## src/rtl/lcd_ui_pkg.sv

```systemverilog
// Shared types for the keypad renderer: colours, cursor directions and key-code lookup.
package lcd_ui_pkg;

  typedef logic [23:0] rgb_t;

  localparam rgb_t RED    = 24'hFF0000;
  localparam rgb_t ORANGE = 24'hFFA500;
  localparam rgb_t GRAY   = 24'hBEBEBE;
  localparam rgb_t WHITE  = 24'hFFFFFF;
  localparam rgb_t BLACK  = 24'h000000;
  localparam rgb_t YELLOW = 24'hFFFF00;

  typedef enum logic [1:0] {
    DIR_UP    = 2'd0,
    DIR_DOWN  = 2'd1,
    DIR_LEFT  = 2'd2,
    DIR_RIGHT = 2'd3
  } dir_e;

  function automatic logic [3:0] key_index(input logic [1:0] row, input logic [1:0] col,
                                           input int cols);
    return 4'(row) * 4'(cols) + 4'(col);
  endfunction

  // Layout "123456789+0="; unused indices give 0 and render as blank buttons.
  function automatic logic [7:0] key_code(input logic [3:0] index);
    case (index)
      4'd0, 4'd1, 4'd2, 4'd3, 4'd4,
      4'd5, 4'd6, 4'd7, 4'd8: key_code = 8'h31 + 8'(index);
      4'd9:                   key_code = 8'h2B;
      4'd10:                  key_code = 8'h30;
      4'd11:                  key_code = 8'h3D;
      default:                key_code = 8'h00;
    endcase
  endfunction

endpackage

```

## src/rtl/lcd_keypad_ui_if.sv

```systemverilog
// Pixel, keypad-event and select signals between the LCD/keypad side and the renderer.
interface lcd_keypad_ui_if;
  import lcd_ui_pkg::*;

  logic [10:0] pix_x;
  logic [10:0] pix_y;
  logic        frame_start;
  logic        key_up;
  logic        key_down;
  logic        key_left;
  logic        key_right;
  logic        key_sel;
  rgb_t        pix_data;
  logic [1:0]  cursor_row;
  logic [1:0]  cursor_col;
  logic        sel_valid;
  logic [7:0]  sel_code;

  modport master (
    output pix_x, pix_y, frame_start, key_up, key_down, key_left, key_right, key_sel,
    input  pix_data, cursor_row, cursor_col, sel_valid, sel_code
  );

  modport slave (
    input  pix_x, pix_y, frame_start, key_up, key_down, key_left, key_right, key_sel,
    output pix_data, cursor_row, cursor_col, sel_valid, sel_code
  );
endinterface

```

## src/rtl/lcd_keypad_ui_font_rom.sv

```systemverilog
// 8x8 glyph ROM for the keypad characters with a one-cycle registered read.
module font_rom (
  input  logic       clk,
  input  logic [7:0] char_code,
  input  logic [3:0] row,
  output logic [7:0] font_line
);
  logic [63:0] glyph;
  logic [2:0]  byte_sel;

  always_comb begin
    case (char_code)
      8'h30:   glyph = 64'h3C666E7666663C00;
      8'h31:   glyph = 64'h1838181818187E00;
      8'h32:   glyph = 64'h3C66060C30607E00;
      8'h33:   glyph = 64'h3C66061C06663C00;
      8'h34:   glyph = 64'h0C1C3C6C7E0C0C00;
      8'h35:   glyph = 64'h7E407C0202423C00;
      8'h36:   glyph = 64'h3C607C6666663C00;
      8'h37:   glyph = 64'h7E060C1830303000;
      8'h38:   glyph = 64'h3C66663C66663C00;
      8'h39:   glyph = 64'h3C66663E060C3800;
      8'h2B:   glyph = 64'h0018187E18180000;
      8'h3D:   glyph = 64'h00007E007E000000;
      default: glyph = 64'h0;
    endcase
  end

  // Glyph line 0 sits in the top byte.
  assign byte_sel = 3'd7 - row[2:0];

  // NOTE: the ROM read register has no reset; the renderer's pipeline valid flags mask it.
  always_ff @(posedge clk) begin
    font_line <= row[3] ? 8'h00 : glyph[{byte_sel, 3'b000} +: 8];
  end
endmodule

```

## src/rtl/lcd_keypad_ui.sv

```systemverilog
// Keypad renderer: 2-stage pixel pipeline plus frame-synchronous cursor, select and flash state.
module lcd_keypad_ui
  import lcd_ui_pkg::*;
#(
  parameter int ROWS         = 4,
  parameter int COLS         = 3,
  parameter int BTN_W        = 60,
  parameter int BTN_H        = 60,
  parameter int GAP_X        = 20,
  parameter int GAP_Y        = 20,
  parameter int ORIGIN_X     = 100,
  parameter int ORIGIN_Y     = 150,
  parameter int BANNER_H     = 100,
  parameter int CUR_R0       = 1,
  parameter int CUR_C0       = 1,
  parameter int FLASH_FRAMES = 8
) (
  input logic             clk_in,
  input logic             sys_rst_n,
  lcd_keypad_ui_if.slave  bus
);
  localparam int          PITCH_X   = BTN_W + GAP_X;
  localparam int          PITCH_Y   = BTN_H + GAP_Y;
  localparam logic [11:0] GLYPH_LO  = 12'd18;
  localparam logic [11:0] GLYPH_HI  = 12'd34;
  localparam logic [1:0]  LAST_ROW  = 2'(ROWS - 1);
  localparam logic [1:0]  LAST_COL  = 2'(COLS - 1);

  // ---------------- stage 0: hit test and font address ----------------
  logic [11:0] px, py, off_x, off_y, edge_x, edge_y;
  logic        col_hit, row_hit, hit_c, glyph_c, banner_c;
  logic [1:0]  col_c, row_c;
  logic [7:0]  code_c;
  logic [2:0]  font_x_c, font_row_c;
  logic [7:0]  font_bits;

  assign px = {1'b0, bus.pix_x};
  assign py = {1'b0, bus.pix_y};

  // NOTE: every always_comb output is given a default first so no latch is inferred.
  always_comb begin
    col_hit = 1'b0;
    col_c   = '0;
    off_x   = '0;
    edge_x  = '0;
    for (int c = 0; c < COLS; c++) begin
      edge_x = 12'(ORIGIN_X + c * PITCH_X);
      if (px >= edge_x && px < edge_x + 12'(BTN_W)) begin
        col_hit = 1'b1;
        col_c   = 2'(c);
        off_x   = px - edge_x;
      end
    end
  end

  always_comb begin
    row_hit = 1'b0;
    row_c   = '0;
    off_y   = '0;
    edge_y  = '0;
    for (int r = 0; r < ROWS; r++) begin
      edge_y = 12'(ORIGIN_Y + r * PITCH_Y);
      if (py >= edge_y && py < edge_y + 12'(BTN_H)) begin
        row_hit = 1'b1;
        row_c   = 2'(r);
        off_y   = py - edge_y;
      end
    end
  end

  assign hit_c      = col_hit & row_hit;
  assign code_c     = key_code(key_index(row_c, col_c, COLS));
  assign glyph_c    = hit_c && (code_c != 8'h00)
                      && off_x >= GLYPH_LO && off_x < GLYPH_HI
                      && off_y >= GLYPH_LO && off_y < GLYPH_HI;
  // 2x scaling: each font bit covers a 2x2 pixel block.
  assign font_x_c   = 3'((off_x - GLYPH_LO) >> 1);
  assign font_row_c = 3'((off_y - GLYPH_LO) >> 1);
  assign banner_c   = py < 12'(BANNER_H);

  font_rom u_font_rom (
    .clk       (clk_in),
    .char_code (code_c),
    .row       ({1'b0, font_row_c}),
    .font_line (font_bits)
  );

  // ---------------- stage 1: registered hit flags ----------------
  logic       s1_valid, s1_hit, s1_glyph, s1_banner;
  logic [1:0] s1_row, s1_col;
  logic [2:0] s1_font_x;

  // NOTE: sequential state uses <= so every register updates from pre-edge values.
  always_ff @(posedge clk_in or negedge sys_rst_n) begin
    if (!sys_rst_n) begin
      s1_valid  <= 1'b0;
      s1_hit    <= 1'b0;
      s1_glyph  <= 1'b0;
      s1_banner <= 1'b0;
      s1_row    <= '0;
      s1_col    <= '0;
      s1_font_x <= '0;
    end else begin
      s1_valid  <= 1'b1;
      s1_hit    <= hit_c;
      s1_glyph  <= glyph_c;
      s1_banner <= banner_c;
      s1_row    <= row_c;
      s1_col    <= col_c;
      s1_font_x <= font_x_c;
    end
  end

  // ---------------- cursor, select and flash state ----------------
  logic       nav_valid, any_dir;
  dir_e       nav_dir, dir_c;
  logic [1:0] cur_row, cur_col, nxt_row, nxt_col, flash_row, flash_col;
  logic [7:0] flash_cnt;
  logic       sel_valid_q;
  logic [7:0] sel_code_q;

  always_comb begin
    any_dir = bus.key_up | bus.key_down | bus.key_left | bus.key_right;
    if (bus.key_up)        dir_c = DIR_UP;
    else if (bus.key_down) dir_c = DIR_DOWN;
    else if (bus.key_left) dir_c = DIR_LEFT;
    else                   dir_c = DIR_RIGHT;

    nxt_row = cur_row;
    nxt_col = cur_col;
    case (nav_dir)
      DIR_UP:    nxt_row = (cur_row == 2'd0)     ? LAST_ROW : cur_row - 2'd1;
      DIR_DOWN:  nxt_row = (cur_row == LAST_ROW) ? 2'd0     : cur_row + 2'd1;
      DIR_LEFT:  nxt_col = (cur_col == 2'd0)     ? LAST_COL : cur_col - 2'd1;
      DIR_RIGHT: nxt_col = (cur_col == LAST_COL) ? 2'd0     : cur_col + 2'd1;
      default:   ;
    endcase
  end

  always_ff @(posedge clk_in or negedge sys_rst_n) begin
    if (!sys_rst_n) begin
      nav_valid   <= 1'b0;
      nav_dir     <= DIR_UP;
      cur_row     <= 2'(CUR_R0);
      cur_col     <= 2'(CUR_C0);
      flash_cnt   <= '0;
      flash_row   <= '0;
      flash_col   <= '0;
      sel_valid_q <= 1'b0;
      sel_code_q  <= '0;
    end else begin
      // A pulse arriving with frame_start refills the latch for the following frame.
      if (bus.frame_start) begin
        if (nav_valid) begin
          cur_row <= nxt_row;
          cur_col <= nxt_col;
        end
        nav_valid <= any_dir;
        nav_dir   <= dir_c;
      end else if (!nav_valid && any_dir) begin
        nav_valid <= 1'b1;
        nav_dir   <= dir_c;
      end

      sel_valid_q <= bus.key_sel;
      if (bus.key_sel) begin
        sel_code_q <= key_code(key_index(cur_row, cur_col, COLS));
        flash_cnt  <= 8'(FLASH_FRAMES);
        flash_row  <= cur_row;
        flash_col  <= cur_col;
      end else if (bus.frame_start && flash_cnt != 8'd0) begin
        flash_cnt <= flash_cnt - 8'd1;
      end
    end
  end

  // ---------------- stage 2: colour select ----------------
  rgb_t colour, pix_q;

  always_comb begin
    colour = WHITE;
    if (!s1_valid)
      colour = BLACK;
    else if (s1_banner)
      colour = YELLOW;
    else if (s1_glyph && font_bits[3'd7 - s1_font_x])
      colour = BLACK;
    else if (s1_hit && flash_cnt != 8'd0 && s1_row == flash_row && s1_col == flash_col)
      colour = RED;
    else if (s1_hit && s1_row == cur_row && s1_col == cur_col)
      colour = ORANGE;
    else if (s1_hit)
      colour = GRAY;
  end

  always_ff @(posedge clk_in or negedge sys_rst_n) begin
    if (!sys_rst_n) pix_q <= BLACK;
    else            pix_q <= colour;
  end

  assign bus.pix_data   = pix_q;
  assign bus.cursor_row = cur_row;
  assign bus.cursor_col = cur_col;
  assign bus.sel_valid  = sel_valid_q;
  assign bus.sel_code   = sel_code_q;
endmodule
```

## src/flat_wrapper.sv

```systemverilog
// flat-port wrapper written by rule: the top's interface ports become plain ports
module lcd_keypad_ui_flat import lcd_ui_pkg::*;
#(
  parameter int ROWS         = 4,
  parameter int COLS         = 3,
  parameter int BTN_W        = 60,
  parameter int BTN_H        = 60,
  parameter int GAP_X        = 20,
  parameter int GAP_Y        = 20,
  parameter int ORIGIN_X     = 100,
  parameter int ORIGIN_Y     = 150,
  parameter int BANNER_H     = 100,
  parameter int CUR_R0       = 1,
  parameter int CUR_C0       = 1,
  parameter int FLASH_FRAMES = 8
)
  (clk_in, sys_rst_n, bus_pix_x, bus_pix_y, bus_frame_start, bus_key_up, bus_key_down, bus_key_left, bus_key_right, bus_key_sel, bus_pix_data, bus_cursor_row, bus_cursor_col, bus_sel_valid, bus_sel_code);
  lcd_keypad_ui_if bus_i ();
  input logic clk_in;
  input logic sys_rst_n;
  input wire logic [$bits(bus_i.pix_x)-1:0] bus_pix_x;
  input wire logic [$bits(bus_i.pix_y)-1:0] bus_pix_y;
  input wire logic [$bits(bus_i.frame_start)-1:0] bus_frame_start;
  input wire logic [$bits(bus_i.key_up)-1:0] bus_key_up;
  input wire logic [$bits(bus_i.key_down)-1:0] bus_key_down;
  input wire logic [$bits(bus_i.key_left)-1:0] bus_key_left;
  input wire logic [$bits(bus_i.key_right)-1:0] bus_key_right;
  input wire logic [$bits(bus_i.key_sel)-1:0] bus_key_sel;
  output wire logic [$bits(bus_i.pix_data)-1:0] bus_pix_data;
  output wire logic [$bits(bus_i.cursor_row)-1:0] bus_cursor_row;
  output wire logic [$bits(bus_i.cursor_col)-1:0] bus_cursor_col;
  output wire logic [$bits(bus_i.sel_valid)-1:0] bus_sel_valid;
  output wire logic [$bits(bus_i.sel_code)-1:0] bus_sel_code;
  assign bus_i.pix_x = bus_pix_x;
  assign bus_i.pix_y = bus_pix_y;
  assign bus_i.frame_start = bus_frame_start;
  assign bus_i.key_up = bus_key_up;
  assign bus_i.key_down = bus_key_down;
  assign bus_i.key_left = bus_key_left;
  assign bus_i.key_right = bus_key_right;
  assign bus_i.key_sel = bus_key_sel;
  assign bus_pix_data = bus_i.pix_data;
  assign bus_cursor_row = bus_i.cursor_row;
  assign bus_cursor_col = bus_i.cursor_col;
  assign bus_sel_valid = bus_i.sel_valid;
  assign bus_sel_code = bus_i.sel_code;
  lcd_keypad_ui #(.ROWS(ROWS), .COLS(COLS), .BTN_W(BTN_W), .BTN_H(BTN_H), .GAP_X(GAP_X), .GAP_Y(GAP_Y), .ORIGIN_X(ORIGIN_X), .ORIGIN_Y(ORIGIN_Y), .BANNER_H(BANNER_H), .CUR_R0(CUR_R0), .CUR_C0(CUR_C0), .FLASH_FRAMES(FLASH_FRAMES)) u_core (.clk_in(clk_in), .sys_rst_n(sys_rst_n), .bus(bus_i));
endmodule
```

## config.mk

```make
export PLATFORM = sky130hd
export DESIGN_NAME = lcd_keypad_ui_flat
export DESIGN_NICKNAME = d
export VERILOG_FILES = /design/src/rtl/lcd_ui_pkg.sv /design/src/rtl/lcd_keypad_ui_if.sv /design/src/rtl/lcd_keypad_ui_font_rom.sv /design/src/rtl/lcd_keypad_ui.sv /design/src/flat_wrapper.sv
export SDC_FILE = /design/constraint.sdc
export NUM_CORES = 1
export LEC_CHECK = 0
export ABC_CLOCK_PERIOD_IN_PS = 7400
export CAP_MARGIN = 20
export CORE_ASPECT_RATIO = 0.9
export CORE_MARGIN = 3
export CORE_UTILIZATION = 40
export CTS_BUF_LIST = sky130_fd_sc_hd__clkbuf_2
export DETAILED_ROUTE_END_ITERATION = 8
export MAX_ROUTING_LAYER = met4
export PLACE_DENSITY_LB_ADDON = 0.1
export SKIP_CTS_REPAIR_TIMING = 1
export SLEW_MARGIN = 20
export SYNTH_ARGS = -nofsm -noshare
export SYNTH_HDL_FRONTEND = slang
export SYNTH_HIERARCHICAL = 1
export SYNTH_SLANG_ARGS = --single-unit
```

## constraint.sdc

```tcl
create_clock -name clk_in -period 7.4 [get_ports clk_in]
set_input_delay 1.48 -clock clk_in [delete_from_list [all_inputs] [get_ports clk_in]]
set_output_delay 1.48 -clock clk_in [all_outputs]
set_load 0.01 [all_outputs]
```

==> metrics.md <==
| Metric | Value |
|---|---|
| Outcome | `complete, no violations` |
| Register bit count reported by yosys | `52` |
| Total core area | `11800 um2` |
| Vias in the first global route | `4225` |
| Highest Clock Rate | `0.151 GHz` |
| Number of CTS-inserted buffers | `5` |
| Synth Instances | `606` |
| # clock sinks | `52` |
| Reg clk slew, reported paths | `0.27 ns` |
| Placed Cells | `806` |
| GPL Wtd Cong | `0.938` |
| Post-synthesis mux area share | `3.57%` |
| Vias | `4541` |
| FP Rows | `37` |
| RSZ-0062 raised after global routing | `false` |
| Setup Viol. Count Final | `0` |
| Crit-path max cell delay | `0.54 ns` |
| ANT nets after route | `0` |
| Post-route insts no fill | `816` |
| Final hold violation count | `0` |
| Die footprint | `13700 um2` |
| Initial antenna violation count | `1` |
| Placed instance area | `5640 um2` |
| Fin Setup TNS | `0 ns` |
| Post-DP HPWL | `9.64 mm` |
| Post-synthesis sequential area ratio | `25.7%` |
| Commonest register cell after synthesis | `dfrtp_1` |
| Main combinational cell family by area after synthesis | `compound AO/OA/AOI/OAI gates` |
| Hold/Removal Path Class | `reg -> reg` |
| Gr usage total | `18.4%` |
| Max Slew Vio Count | `0` |
| P&R area growth vs syn | `16.0%` |
| Leakage power | `2.32 nW` |
| Pin count of the biggest net entering global routing | `47` |
| Mean Syn Cell Area | `8.17 um2` |
| Post-synth ARST share | `88.5%` |
| Maximum VDD drop | `0.000128 V` |
| Nets | `717` |
| XOR/XNOR Fraction of Synth Area | `4.07%` |
| Power Density | `206 nW/um2` |
| Top Ports | `67` |
| Worst-margin pin slew | `0.946 ns` |
| Top delay family on crit path | `simple AND/OR/NAND/NOR gates` |
| Synth Area in Adders | `7.79%` |
| Filler cell count | `1177` |
| Most frequent cell after synthesis | `nor2_1` |
| Via-to-Cell Ratio | `5.56` |
| CP most frequent cell | `ha_1` |
| Drt wl/cell | `15.0 um` |
| CTS tree | `yes` |
| Final worst path period need | `6.64 ns` |
| Post-route clock period utilization | `89.7%` |
| Starting Density | `42.1%` |
| Layout cells sized above 1 | `11.7%` |
| Drt drc | `0` |
| CTS max path bufs | `2` |
| Critical path buffer and inverter count | `4` |
| Drt first pass iters | `5` |
| Slowest CP cell | `clkdlybuf4s50_1` |
| DR iter-0 viols | `340` |
| Clk_lat worst skew | `0.44 ns` |
| Cell Area, Synth | `4950 um2` |
| CTS H-Tree Depth | `2` |
| Clk Tree Root Cell | `clkbuf_2` |
| Area leader, netlist | `dfrtp_1` |
| I/O Buffers | `65` |
| Slew Limit Headroom | `36.5%` |
| Critical Path Fanout Max | `14` |
| Yosys warning count | `6` |
| Post-synth top cells | `nor2_1 (49), dfrtp_1 (44), nand2_1 (42)` |
| Crit path launch type | `primary input` |
| Critical path, cell by cell | `clkdlybuf4s50_1 > ha_1 > or2b_2 > or4b_1 > nand3_1 > nand2_1 > ha_1 > ha_1 > inv_1 > ha_1 > or4_1 > a22oi_1 > buf_4 > o21ai_1 > buf_4 > nand2b_2 > nor2_2 > a31oi_2 > nor2_1 > or4_4 > a2111oi_2` |
| Synth area leaders | `dfrtp_1 (22%), ha_1 (6.6%), a21oi_1 (4.1%)` |
| Worst Path Required | `7.75 ns` |
| Setup Crit Path Kind | `in -> reg` |
| Simple-gate area share of the yosys netlist | `23.6%` |
| Finished layout cell area | `5740 um2` |
| Max-cap viol count | `0` |
| Fraction of synthesized cell area taken by the top area cell type | `22.3%` |
| Number of synthesized flops with an enable pin | `0` |
| Global-route wire length before repair | `20.6 mm` |
| Critical Path Sink Type | `register` |
| Total Wirelength | `12.3 mm` |
| Worst endpoint data arrival time | `6.99 ns` |
| Netlist cell types | `92` |
| Die H | `112 um` |
| Grt ovf | `0` |
| Die Wd | `123 um` |
| Compound-Gate Fraction of Synth Area | `24.9%` |
| Worst Skew | `0.0201 ns` |
cell families (layout without fill, tap and decap cells):
family          after synthesis  in the layout
simple gates                212            212
compound gates              179            179
fa+ha+maj                    29             29
buf+inv                      94            134
xor+xnor                     23             23
mux                          14             14
flops                        52             52
other cells                   3             17
registers in the layout (all words and copies together), names as in the netlist:
signal                       flops
u_core/flash_row                 2
u_core/s1_valid                  1
u_core/bus.sel_valid             1
u_core/s1_hit                    1
u_core/bus.cursor_row            2
u_core/flash_cnt                 8
u_core/bus.sel_code              7
u_core/s1_row                    2
u_core/s1_col                    2
u_core/s1_banner                 1
u_core/u_font_rom/font_line      6
u_core/bus.cursor_col            2
u_core/nav_valid                 1
u_core/nav_dir                   2
u_core/s1_glyph                  1
u_core/flash_col                 2
u_core/bus.pix_data              8
u_core/s1_font_x                 3
where the power goes:
group	switching, W	internal, W
clock	0.0000914	0.0000582
combinational	0.000350	0.000291
sequential	0.0000519	0.000338
total	0.000493	0.000688
metrics by stage:
stage	hold WS, ns	setup WS, ns	power [W]	utilization (%)
after floorplan	0.429	1.63	0.000841	-
after global placement	0.466	0.404	0.00102	47.9
after detailed placement	0.466	0.342	0.00103	47.9
after CTS	0.501	0.829	0.00119	48.5
after global routing	0.534	0.446	0.00129	48.8
final	0.489	0.763	0.00118	48.8
worst paths after layout:
kind / start / cells past startpoint / slack [ns] / endpoint
setup / recovery: bus_pix_y[2] / 21 / 0.76 / u_core/u_font_rom/font_line[2]
hold / removal: u_core/s1_hit / 1 / 0.49 / u_core/bus.pix_data[6]
setup reg to reg: u_core/bus.cursor_row[0] / 9 / 4.14 / u_core/bus.sel_code[5]
hold reg to reg: u_core/s1_hit / 1 / 0.49 / u_core/bus.pix_data[6]
max in group asynchronous: sys_rst_n / 2 / 5.84 / u_core/bus.cursor_row[0]
min in group asynchronous: sys_rst_n / 1 / 0.97 / u_core/flash_cnt[5]
per-layer routing:
layer	global-route usage [%]	share of wire [%]
met2	27.7	45
met5	-	0
met3	2.95	7.1
met1	26.0	47
met4	3.91	1.1
layout by cell type (no fill, tap or decap), types with 10 or more instances in the layout:
cell type / instances
clkdlybuf4s50_1: 64
xor2_1: 15
o21ai_0: 37
dfrtp_1: 44
nor3_1: 23
ha_1: 26
buf_4: 18
inv_1: 39
conb_1: 16
nand2b_1: 10
nand2_1: 42
nor2b_1: 13
nor2_1: 49
nand3_1: 13
a21oi_1: 41
final cells by class:
class	instances	area, um2	area share [%]
multi-input cells	473	3230	56.3
flip-flops and latches	52	1270	22.2
repair buffers	84	808	14.1
well taps	156	195	3.40
inverters	42	158	2.75
clock inverters	3	46.3	0.807
clock buffers	5	25.0	0.436
diodes	1	2.50	0.0436
Power figures use the tool's default switching activity.
